<file path="src/rtl/instr_encoder_loader.sv">
// Encodes R/addi/sw/lw field bundles into 32-bit words and writes them sequentially to imem.
// Latency: accept -> imem write one cycle later, one word per cycle; in_ready drops after the stopping accept.
module instr_encoder_loader #(
    parameter int ADDR_W    = 12,
    parameter int DEPTH     = 4096,
    parameter int BASE_ADDR = 0
) (
    input  logic              clock,
    input  logic              reset_n,
    input  logic              start,
    input  logic              in_valid,
    output logic              in_ready,
    input  logic [1:0]        in_kind,
    input  logic [4:0]        in_rd,
    input  logic [4:0]        in_rs,
    input  logic [4:0]        in_rt,
    input  logic [4:0]        in_shamt,
    input  logic [4:0]        in_aluop,
    input  logic [16:0]       in_imm,
    input  logic              in_last,
    output logic              imem_we,
    output logic [ADDR_W-1:0] imem_addr,
    output logic [31:0]       imem_data,
    output logic              done,
    output logic              err,
    output logic [ADDR_W:0]   word_count
);

    typedef enum logic [1:0] {IDLE, RUN, DONE} state_t;

    localparam logic [ADDR_W:0]   DEPTH_C  = DEPTH[ADDR_W:0];
    localparam logic [ADDR_W-1:0] BASE_C   = BASE_ADDR[ADDR_W-1:0];
    localparam logic [ADDR_W:0]   CNT_ONE  = {{ADDR_W{1'b0}}, 1'b1};
    localparam logic [ADDR_W-1:0] ADDR_ONE = {{(ADDR_W-1){1'b0}}, 1'b1};

    state_t          state;
    logic            stop_pending;
    logic [ADDR_W:0] acc_cnt;   // legal bundles accepted this session (written + pending)
    logic            accept;
    logic            legal;
    logic            stop_now;
    logic [31:0]     enc;

    assign accept   = in_valid & in_ready;
    assign legal    = (in_kind != 2'd0) || (in_aluop <= 5'd5);
    assign stop_now = in_last || (legal && ((acc_cnt + CNT_ONE) == DEPTH_C));

    always_comb begin
        enc = 32'd0;
        case (in_kind)
            2'd0:    enc = {5'b00000, in_rd, in_rs, in_rt, in_shamt, in_aluop, 2'b00};
            2'd1:    enc = {5'b00101, in_rd, in_rs, in_imm};
            2'd2:    enc = {5'b00111, in_rd, in_rs, in_imm};
            default: enc = {5'b01000, in_rd, in_rs, in_imm};
        endcase
    end

    always_ff @(posedge clock or negedge reset_n) begin
        if (!reset_n) begin
            state        <= IDLE;
            stop_pending <= 1'b0;
            acc_cnt      <= '0;
            in_ready     <= 1'b0;
            imem_we      <= 1'b0;
            imem_addr    <= BASE_C;
            imem_data    <= 32'd0;
            done         <= 1'b0;
            err          <= 1'b0;
            word_count   <= '0;
        end else begin
            imem_we <= 1'b0;
            // imem_addr doubles as the write pointer; it advances once the word is out
            if (imem_we) begin
                imem_addr  <= imem_addr + ADDR_ONE;
                word_count <= word_count + CNT_ONE;
            end
            case (state)
                IDLE, DONE: begin
                    if (start) begin
                        state        <= RUN;
                        stop_pending <= 1'b0;
                        acc_cnt      <= '0;
                        in_ready     <= 1'b1;
                        imem_addr    <= BASE_C;
                        done         <= 1'b0;
                        err          <= 1'b0;
                        word_count   <= '0;
                    end
                end
                RUN: begin
                    if (stop_pending) begin
                        state    <= DONE;
                        done     <= 1'b1;
                        in_ready <= 1'b0;
                    end else if (accept) begin
                        if (legal) begin
                            imem_we   <= 1'b1;
                            imem_data <= enc;
                            acc_cnt   <= acc_cnt + CNT_ONE;
                        end else begin
                            err <= 1'b1;
                        end
                        if (stop_now) begin
                            stop_pending <= 1'b1;
                            in_ready     <= 1'b0;
                        end
                    end
                end
                default: state <= IDLE;
            endcase
        end
    end

endmodule

</file>
<file path="config.mk">
export PLATFORM = sky130hd
export DESIGN_NAME = instr_encoder_loader
export DESIGN_NICKNAME = d
export VERILOG_FILES = /design/src/rtl/instr_encoder_loader.sv
export SDC_FILE = /design/constraint.sdc
export NUM_CORES = 1
export LEC_CHECK = 0
export ABC_AREA = 1
export CORE_MARGIN = 5
export CORE_UTILIZATION = 43
export DETAILED_ROUTE_END_ITERATION = 16
export MAX_ROUTING_LAYER = met4
export PLACE_DENSITY = 0.77
export SYNTH_ARGS = -nofsm -noshare
export SYNTH_HDL_FRONTEND = slang
export SYNTH_SLANG_ARGS = --single-unit
</file>
<file path="constraint.sdc">
create_clock -name clock -period 1.5 [get_ports clock]
set_input_delay 0.3 -clock clock [delete_from_list [all_inputs] [get_ports clock]]
set_output_delay 0.3 -clock clock [all_outputs]
set_load 0.02 [all_outputs]
</file>
==> flow_summary.toml <==
[cts]
clk_latency_ns = 0.37
clk_path_buf_depth = 2
clk_pin_slew_ns = 0.09
cts-htree-levels = 3
cts_made_buffers = 9
cts_root_buf = "clkbuf_8"
clock-sinks = 75
cts_tree = "yes"

[setup_path]
worstSetupEndpointType = "flop"
start_kind = "flop"
critical_path_class = "flop to flop"
worst_ep_arrival_time_ns = 2.21
path_max_fanout = 4
cp-startpoint = "acc_cnt[0]"
cp_data_required_time_ns = 1.73
regToRegStartpoint = "acc_cnt[0]"
cpMostUsedCell = "nand2_1"
cp_cell_sequence = "ha_4 -> nand2_4 -> nor2_4 -> nand2_2 -> o21ai_1 -> nand3_1 -> nor2_1 -> nand2_1 -> nand3_1 -> nand2_1 -> nand2_1 -> nand2_1"
slowest_delay_ns = 0.44
crit_path_top_delay_cell = "dfrtp_1"

[routing]
dr_total_vias = 4536
first_iter_violations = 493
viasPerCell = 5.82
ant_nets = 0
dr.pass1.iters = 9
wl_per_cell_um = 20.8
route.detailed.drc = 0
drt_wl_total_um = 16200

[synth]
synth_adder_area_share_pct = 2.72
synthXorXnorAreaFrac_pct = 1.91
synth_area_leader_cell = "dfrtp_1"
synth_compound_area_share_pct = 9.22
synth.distinct_cells = 28
syn_avg_cell_area_um2 = 7.89
yosys.area_share.simple_pct = 28.1
synth_top_family_by_area = "simple AND/OR/NAND/NOR gates"
synth_area_leaders = "dfrtp_1 51%, nand2_1 14%, nor2_1 6.6%"
synthMuxAreaShare_pct = 0
synth_edf_count = 0
ys_seq_elements = 75
ys_seq_area_share_pct = 51.1
async_flop_share_pct = 100
synthTopCellsByCount = "138 x nand2_1, 75 x dfrtp_1, 65 x nor2_1"
synthFlopType = "dfrtp_1"
yosys_warnings = 0
yosysMostFrequentCell = "nand2_1"
syn_area_mm2 = 0.00368
synth_top_area_share_pct = 51.1
syn_inst = 466
syn-num-nets = 523

[placed_design]
gp_congestion = 0.878
dpl-instance-area_mm2 = 0.00526
port_buffers = 108
place_hpwl_um = 7430

[power_and_ir_drop]
power_mw = 10.5
irDropWorstVdd_uv = 1180
power_density_mw_per_mm2 = 1630
leakage_nw = 3.14

[timing]
setup_slack_ns = -0.478
slew_violations = 0
fin_crit_sh_pct = 132
fin_crit_ns = 1.98
finalSetupTns_ns = -13.89
hold_viol = 0
setup_viol = 64
max_freq_ghz = 0.506
fin_worst_skew_ns = 0.0167
rsz0062_at_grt = "true"

[layout]
final_area_mm2 = 0.00644
n_antenna_cell = 0
area_delta_synth_final_pct = 75.3
drive_gt1_share_pct = 35.0
final_nets = 726

[hold_path]
hold_path.startpoint = "in_aluop[3]"
hold_class = "input port to flop"

[global_routing]
grt_pass1_wl_um = 21000
overflow = 0
antenna_found_initial = 0
grt_pass1_vias = 4274
track_usage_pct = 26.8
grt_max_degree = 29

[outcome]
status = "complete, but fails checks"
violations = "setup timing"

[floorplan]
row_count = 33
io_pins = 110
start_util_pct = 44.5
chipWidth_um = 102
die_h_um = 102
core_area_mm2 = 0.00826
die-area_mm2 = 0.0105

[run]
drv_cap = 0
[metrics by stage]
stage	hold slack, ns	setup WS, ns	instances	util (%)
final	0.329	-0.478	779	78.0
after global routing	0.338	-0.488	779	78.0
after CTS	0.377	-0.190	771	72.5
after detailed placement	0.249	-0.574	715	63.7
after global placement	0.256	-0.451	715	63.7
after floorplan	0.00441	-0.0445	466	-
[cell type report]
cell class                 count  area [µm²]
inverter                      45         180
fill                         467        1820
clock inverter                 6        57.6
timing repair buffer         207        1990
timing repair inverter         2        15.0
sequential                    75        1890
multi-input combinational    329        2050
tap                          105         131
clock buffer                  10         128
[power breakdown]
part | switching (mW) | leakage (nW) | internal, mW
clock | 0.823 | 0.0958 | 0.758
combinational | 3.19 | 2.07 | 2.61
sequential | 0.524 | 0.967 | 2.56
total | 4.54 | 3.14 | 5.93
[repair_timing]
action	4_1_cts	5_1_grt
gates cloned	8	2
setup endpoints to repair	111	76
hold buffers	1	0
pin swaps	20	19
endpoints found under the hold margin	24	0
setup buffers	31	11
gates resized for setup	141	113
[per-layer routing]
layer	GRT usage [%]	up-vias	share of wire (%)
met3	3.34	101	8.7
met4	13.2	0	6.4
met1	32.8	2161	36
li1	-	1906	-
met2	43.6	368	49
met5	-	-	0
[state kept, by name, indices dropped and copies added (netlist names)]
name,count
imem_addr,12
err,1
imem_data,30
state,2
word_count,13
in_ready,1
imem_we,1
acc_cnt,13
stop_pending,1
done,1
[worst max-delay path, delay by kind of cell (launching register included)]
family	cells	cell delay, ns
AOI/OAI and AO/OA	1	0.20
adders and majority gates	1	0.19
DFF	1	0.44
and+or+nand+nor	10	1.01
[cells in the final DEF (no fill, tap or decap), types with 4 or more instances in the layout]
master	n
nand2_2	12
clkdlybuf4s50_1	43
nand2_1	116
buf_12	6
clkbuf_8	9
o21ai_1	7
a21oi_1	7
nor2_2	15
nand3_1	29
dlygate4sd2_1	57
nor2_4	16
dfrtp_1	67
a21oi_2	7
dfrtp_2	8
buf_6	11
nor3_1	6
clkinvlp_4	4
nand2_4	10
nor2_1	36
clkinv_2	4
ha_1	4
inv_1	31
inv_2	10
o21ai_2	12
xor2_1	4
a31oi_1	12
buf_4	75
[final timing paths]
kind,to,slack [ns],cells after the start
max,in_ready,-0.48,12
min,imem_data[5],0.33,3
max reg2reg,in_ready,-0.48,12
min reg2reg,imem_addr[11],0.47,1
max in group asynchronous,word_count[10],0.52,3
min in group asynchronous,acc_cnt[0],0.43,2
[cell families after synthesis]
kind of cell               count (synthesis)
other                                      1
and+or+nand+nor                          252
AOI/OAI and AO/OA                         60
adders and majority gates                  8
buffers and inverters                     62
DFF                                       75
xor gates and xnor gates                   8
No activity file was read; power rests on OpenSTA's default activity.
